==> config.mk <==
export PLATFORM = sky130hd
export DESIGN_NAME = regfile_wb_ctrl
export DESIGN_NICKNAME = d
export VERILOG_FILES = /design/src/rtl/regfile_ctrl_pkg.sv /design/src/rtl/regfile_wb_ctrl.sv
export SDC_FILE = /design/constraint.sdc
export NUM_CORES = 1
export LEC_CHECK = 0
export ABC_AREA = 1
export ABC_CLOCK_PERIOD_IN_PS = 1600
export CORE_MARGIN = 2
export CORE_UTILIZATION = 30
export CTS_BUF_LIST = sky130_fd_sc_hd__clkbuf_16
export DETAILED_ROUTE_END_ITERATION = 16
export GPL_TIMING_DRIVEN = 0
export PLACE_DENSITY = 0.61
export SLEW_MARGIN = 10
export SYNTH_ARGS = -nofsm -noshare
export SYNTH_HDL_FRONTEND = slang
export SYNTH_SLANG_ARGS = --single-unit
==> constraint.sdc <==
create_clock -name clock -period 1.6 [get_ports clock]
set_input_delay 0.24 -clock clock [delete_from_list [all_inputs] [get_ports clock]]
set_output_delay 0.24 -clock clock [all_outputs]
set_load 0.1 [all_outputs]
==> src/rtl/regfile_ctrl_pkg.sv <==
// Shared definitions for the register-file write-port controller.
package regfile_ctrl_pkg;

    localparam int unsigned REG_COUNT = 32;
    localparam int unsigned ADDR_W    = 5;
    localparam int unsigned DATA_W    = 32;

    typedef enum logic {
        INIT,
        RUN
    } state_e;

endpackage

==> src/rtl/regfile_wb_ctrl.sv <==
// Register-file write-port controller: zero-fills r1..r31 after reset, then
// arbitrates the single write port between core writeback (A) and mul/div (B).
module regfile_wb_ctrl
    import regfile_ctrl_pkg::*;
#(
    parameter int unsigned MAX_WAIT = 4
) (
    input  logic              clock,
    input  logic              reset,
    input  logic              a_valid,
    input  logic [ADDR_W-1:0] a_rd,
    input  logic [DATA_W-1:0] a_data,
    output logic              a_ready,
    input  logic              b_valid,
    input  logic [ADDR_W-1:0] b_rd,
    input  logic [DATA_W-1:0] b_data,
    output logic              b_ready,
    output logic              rf_we,
    output logic [ADDR_W-1:0] rf_rd,
    output logic [DATA_W-1:0] rf_data,
    output logic              init_done
);

    localparam logic [ADDR_W-1:0] LAST_IDX = ADDR_W'(REG_COUNT - 1);
    localparam logic [3:0]        WAIT_MAX = 4'(MAX_WAIT);

    state_e              state_q, state_d;
    logic [ADDR_W-1:0]   idx_q, idx_d;
    logic [3:0]          wait_cnt_q, wait_cnt_d;
    logic                rf_we_q, rf_we_d;
    logic [ADDR_W-1:0]   rf_rd_q, rf_rd_d;
    logic [DATA_W-1:0]   rf_data_q, rf_data_d;

    logic a_nz, b_nz, grant_a, grant_b;

    always_ff @(posedge clock or negedge reset) begin
        if (!reset) begin
            state_q    <= INIT;
            idx_q      <= ADDR_W'(1);
            wait_cnt_q <= '0;
            rf_we_q    <= 1'b0;
            rf_rd_q    <= '0;
            rf_data_q  <= '0;
        end else begin
            state_q    <= state_d;
            idx_q      <= idx_d;
            wait_cnt_q <= wait_cnt_d;
            rf_we_q    <= rf_we_d;
            rf_rd_q    <= rf_rd_d;
            rf_data_q  <= rf_data_d;
        end
    end

    always_comb begin
        state_d    = state_q;
        idx_d      = idx_q;
        wait_cnt_d = wait_cnt_q;
        rf_we_d    = 1'b0;
        rf_rd_d    = rf_rd_q;
        rf_data_d  = rf_data_q;
        a_ready    = 1'b0;
        b_ready    = 1'b0;
        a_nz       = a_valid && (a_rd != '0);
        b_nz       = b_valid && (b_rd != '0);
        grant_a    = 1'b0;
        grant_b    = 1'b0;

        case (state_q)
            INIT: begin
                rf_we_d    = 1'b1;
                rf_rd_d    = idx_q;
                rf_data_d  = '0;
                idx_d      = idx_q + ADDR_W'(1);
                wait_cnt_d = '0;
                if (idx_q == LAST_IDX) begin
                    state_d = RUN;
                end
            end
            RUN: begin
                // Same-rd conflicts go to B first so A's younger value lands last.
                if (a_nz && b_nz) begin
                    if ((a_rd == b_rd) || (wait_cnt_q == WAIT_MAX)) begin
                        grant_b = 1'b1;
                    end else begin
                        grant_a = 1'b1;
                    end
                end else begin
                    grant_a = a_nz;
                    grant_b = b_nz;
                end

                // r0 writes are acknowledged without touching the port.
                a_ready = grant_a || (a_valid && (a_rd == '0));
                b_ready = grant_b || (b_valid && (b_rd == '0));

                if (grant_a) begin
                    rf_we_d   = 1'b1;
                    rf_rd_d   = a_rd;
                    rf_data_d = a_data;
                end else if (grant_b) begin
                    rf_we_d   = 1'b1;
                    rf_rd_d   = b_rd;
                    rf_data_d = b_data;
                end

                if (b_nz && !grant_b) begin
                    if (wait_cnt_q != WAIT_MAX) begin
                        wait_cnt_d = wait_cnt_q + 4'd1;
                    end
                end else begin
                    wait_cnt_d = '0;
                end
            end
            default: begin
                state_d = INIT;
            end
        endcase
    end

    assign rf_we     = rf_we_q;
    assign rf_rd     = rf_rd_q;
    assign rf_data   = rf_data_q;
    assign init_done = (state_q == RUN);

endmodule

==> impl_results.md <==
- CP dominant cell by count: nand3_2
- Vias in the first global route: about 2700
- Final hold viol count: 0
- # diodes: 0
- Die Y: about 95 µm
- Placed cell count: 539
- Maximum vdd drop: 0.000406 V
- Synth top area share: 47.4%
- Synth Area in Simple Gates: 18.1%
- Core Area: 0.00813 mm²
- Status: finished with violations
- Post-synthesis mux area share: 0%
- Yosys top cell by area: dfrtp_1
- Fin worst setup slack: -0.185 ns
- Levels on crit path: 8
- Delay-heaviest family, CP: simple AND/OR/NAND/NOR gates
- Setup TNS: -2.83 ns
- Yosys warns: 0
- Ranking of synthesized cells by area: dfrtp_1 47%, nand2_1 9.7%, o21ai_0 8.3%
- Clk pin slew, worst setup/hold paths: 0.06 ns
- Die X: 94.9 µm
- Design area: 0.00468 mm²
- Reg2Reg Setup Slack: -0.14 ns
- Largest family of logic cells by synthesized area: compound AO/OA/AOI/OAI gates
- Syn_nets: approximately 400
- Hold Path Class: in2reg
- Max-cap violations: 0
- Cell internal pwr: 0.00246 W
- Slowest stage cell, crit path: dfrtp_1
- Initial Utilization: approximately 31%
- Clk pwr share: 23.6%
- Flops & latches, synth: 48
- CP startpoint: wait_cnt_q[1]
- Adder-cell share of the synthesized area: 2.02%
- Crit path to: a_ready
- Largest net degree at the start of global routing: 29
- Crit path kind: reg2out
- Fin crit share: 112%
- Clock Skews: 0.00367 ns
- Worst-margin pin slew: 0.570 ns
- Worst reg2reg path endpoint: rf_data[23]
- Startpoint Class: flip-flop
- Initial antenna violation count: 0
- Netlist Area Pre-Place: 0.00248 mm²
- CTS tree: yes
- Failing checks: negative setup slack
- Asr flop ratio synth: 100%
- Post-DR vias/cell: 4.88
- DP HPWL: 5.68 mm
- Switching share of power: 41.9%
- Share of total power in combinational logic: 43.5%
- Post-layout min period: 1.79 ns
- Gr ovfl total: 0
- CP Max Fanout: 2
- Slew Limit Fails: 0
- Iteration-0 DRC Markers: 110
- Synth Area in XOR/XNOR: 1.41%
- Relative slew slack: between 60% and 70%
- Reg2Reg Depth: 12
- Post-route ant nets: 0
- Share of cells above drive strength 1: a little over a third
- Data arrival, critical path: 1.55 ns
- Non-filler cells, final: 570
- Reg power frac: 32.9%
- Mapped Cells: 315
- Main flop type after synthesis: dfrtp_1
- Post-synth EDFFs: 0
- Site Rows: 33
- WP data required: around 1.4 ns
- I/O pins: 119
- Drt drc: 0
- Final WL: approximately 8.4 mm
- Crit path cell chain: inv_1 -> ha_2 -> nand3b_1 -> nand2_2 -> nand3_2 -> nand3_2 -> clkinvlp_4 -> buf_12
- P per Cell Area: ~900 mW/mm²
- Post-DR wirelength/cell: approximately 15 µm
- DR pass1 iterations: 4
- Dpl cell area: 0.00384 mm²
- Fmax: 0.560 GHz
- Switching pwr: roughly 0.0018 W
- Buffers plus inverters on the worst setup path: 3
- H-tree depth: 2
- Setup violations, final: 28
- Total GRT Usage: 18.3%
- DIE AREA: roughly 0.0090 mm²
- RSZ-0062 raised after global routing: true
- Sequential share of the synthesized area: about half
- Leak: 2.04 nW
- Input/output buffers: 118
- Fill count: 784
- Sink Count: 48
- Nets: 547
- CTS root buf: clkbuf_16
- Area Growth Syn to Fin: 88.6%
- Crit. End Element: output port
- Worst-Skew Late Latency: 0.28 ns
- Netlist cell types: 24
- First-pass GRT wire length: 12.9 mm
- RD Place Congestion: 0.892
- Syn_area_per_cell: 7.88 µm²
- Clock buffer depth: 2
- Final core occ: a little under three fifths
- Synth Area in Compound Gates: 21.3%
- Crit path largest cell delay: around 0.38 ns
- CTS Buf Count: 5
- Detailed-route via count: 2784
- RR Startpoint: wait_cnt_q[1]
==> power by group through the flow <==
stage / Combinational (W) / Sequential (W) / Clock [W]
6_report: 0.00184 / 0.00139 / 0.000995
5_1_grt: 0.00193 / 0.00141 / 0.00107
4_1_cts: 0.00174 / 0.00139 / 0.00103
3_5_place_dp: 0.00167 / 0.00142 / 0
3_3_place_gp: 0.00166 / 0.00141 / 0
2_1_floorplan: 0.000276 / 0.00225 / 0
==> state kept, by name, summed over array words and instances, names as in the netlist <==
signal / cells
idx_q: 5
init_done: 1
rf_data: 32
rf_rd: 5
rf_we: 1
wait_cnt_q: 4
==> layout make-up <==
| type | instances | area, µm² | area share, % |
|---|---|---|---|
| Buffer | 17 | 171 | 3.66 |
| Multi-Input combinational cell | 218 | 1380 | 29.4 |
| Tap cell | 105 | 131 | 2.81 |
| Sequential cell | 48 | 1210 | 25.8 |
| Clock buffer | 5 | 125 | 2.67 |
| Inverter | 30 | 120 | 2.57 |
| Clock inverter | 2 | 8.76 | 0.187 |
| Timing Repair Buffer | 145 | 1540 | 32.9 |
==> worst min path at each step <==
stage / slack (ns) / depth (start not counted) / startpoint / end
finish: 0.40 / 5 / a_rd[3] / rf_rd[3]
global route: 0.42 / 5 / a_rd[3] / rf_rd[3]
global placement: 0.47 / 2 / rf_data[0] / rf_data[0]
detailed placement: 0.24 / 1 / reset / rf_data[27]
CTS: 0.40 / 5 / a_rd[4] / rf_rd[4]
floorplan: -0.06 / 0 / reset / idx_q[1]
==> synth_stat cells, types with 2 or more instances <==
library cell	number
nand3_1	18
o21ai_1	28
nand2_2	2
nor3_1	3
or2_2	3
nand2_1	64
inv_2	2
buf_2	6
xor2_1	2
o21ai_0	41
xnor2_1	2
ha_1	4
buf_6	3
nor2_1	11
nand4_1	2
inv_1	28
clkbuf_1	8
dfrtp_1	47
a21oi_1	35
clkbuf_2	2
==> worst register-to-register path, delay by kind of cell (launching register included) <==
| family | cells | cell delay [ns] |
|---|---|---|
| flops | 1 | 0.34 |
| fa+ha+maj | 1 | 0.17 |
| compound gates | 2 | 0.22 |
| buf+inv | 5 | 0.55 |
| simple gates | 4 | 0.33 |
==> what timing repair did <==
action                                  CTS  global route
pin swaps                                12            23
hold endpoints to repair                 19             0
hold buffers                              1             0
gates cloned                              2             1
endpoints found under the setup margin   81            39
buffers inserted                         16             6
gates resized for setup                 213            87
==> cells in the final DEF, fill, tap and decap left out, types with 4 or more instances in the layout <==
cell type,instances
buf_6,10
a21oi_4,4
buf_12,8
nand2_1,57
nand3_1,7
a21oi_2,19
o21ai_0,15
a21oi_1,12
clkdlybuf4s50_1,65
dfrtp_1,46
nand3_2,10
clkbuf_2,4
nand2_2,6
buf_2,5
o21ai_2,17
inv_1,26
clkdlybuf4s15_2,38
buf_4,13
o21ai_1,36
clkbuf_16,6
dlygate4sd2_1,8
nor2_1,10
==> through the flow <==
| stage | setup WS [ns] | hold slack [ns] | power [W] |
|---|---|---|---|
| after floorplan | 0.0179 | -0.0556 | 0.00253 |
| after global routing | -0.262 | 0.420 | 0.00441 |
| after detailed placement | -1.55 | 0.243 | 0.00308 |
| final | -0.185 | 0.399 | 0.00423 |
| after global placement | -1.57 | 0.465 | 0.00307 |
| after CTS | -0.197 | 0.404 | 0.00416 |
==> cells by family (layout without fill, tap and decap cells) <==
group,Yosys count,in the layout
AOI/OAI and AO/OA,105,105
xor gates and xnor gates,4,4
buffers and inverters,49,199
adders and majority gates,4,4
and+or+nand+nor,105,105
DFF,48,48
==> routing by layer <==
metal / GRT usage, % / wire, µm / vias to the layer above / share of wire, %
met2: 30.4 / 4140 / 80 / 49
met5: 0 / 0 / - / 0
met3: 3.67 / 466 / 20 / 5.5
met4: 5.56 / 167 / 0 / 2.0
met1: 24.0 / 3650 / 1343 / 43
li1: - / - / 1341 / -
No activity file was read; power rests on OpenSTA's default activity.
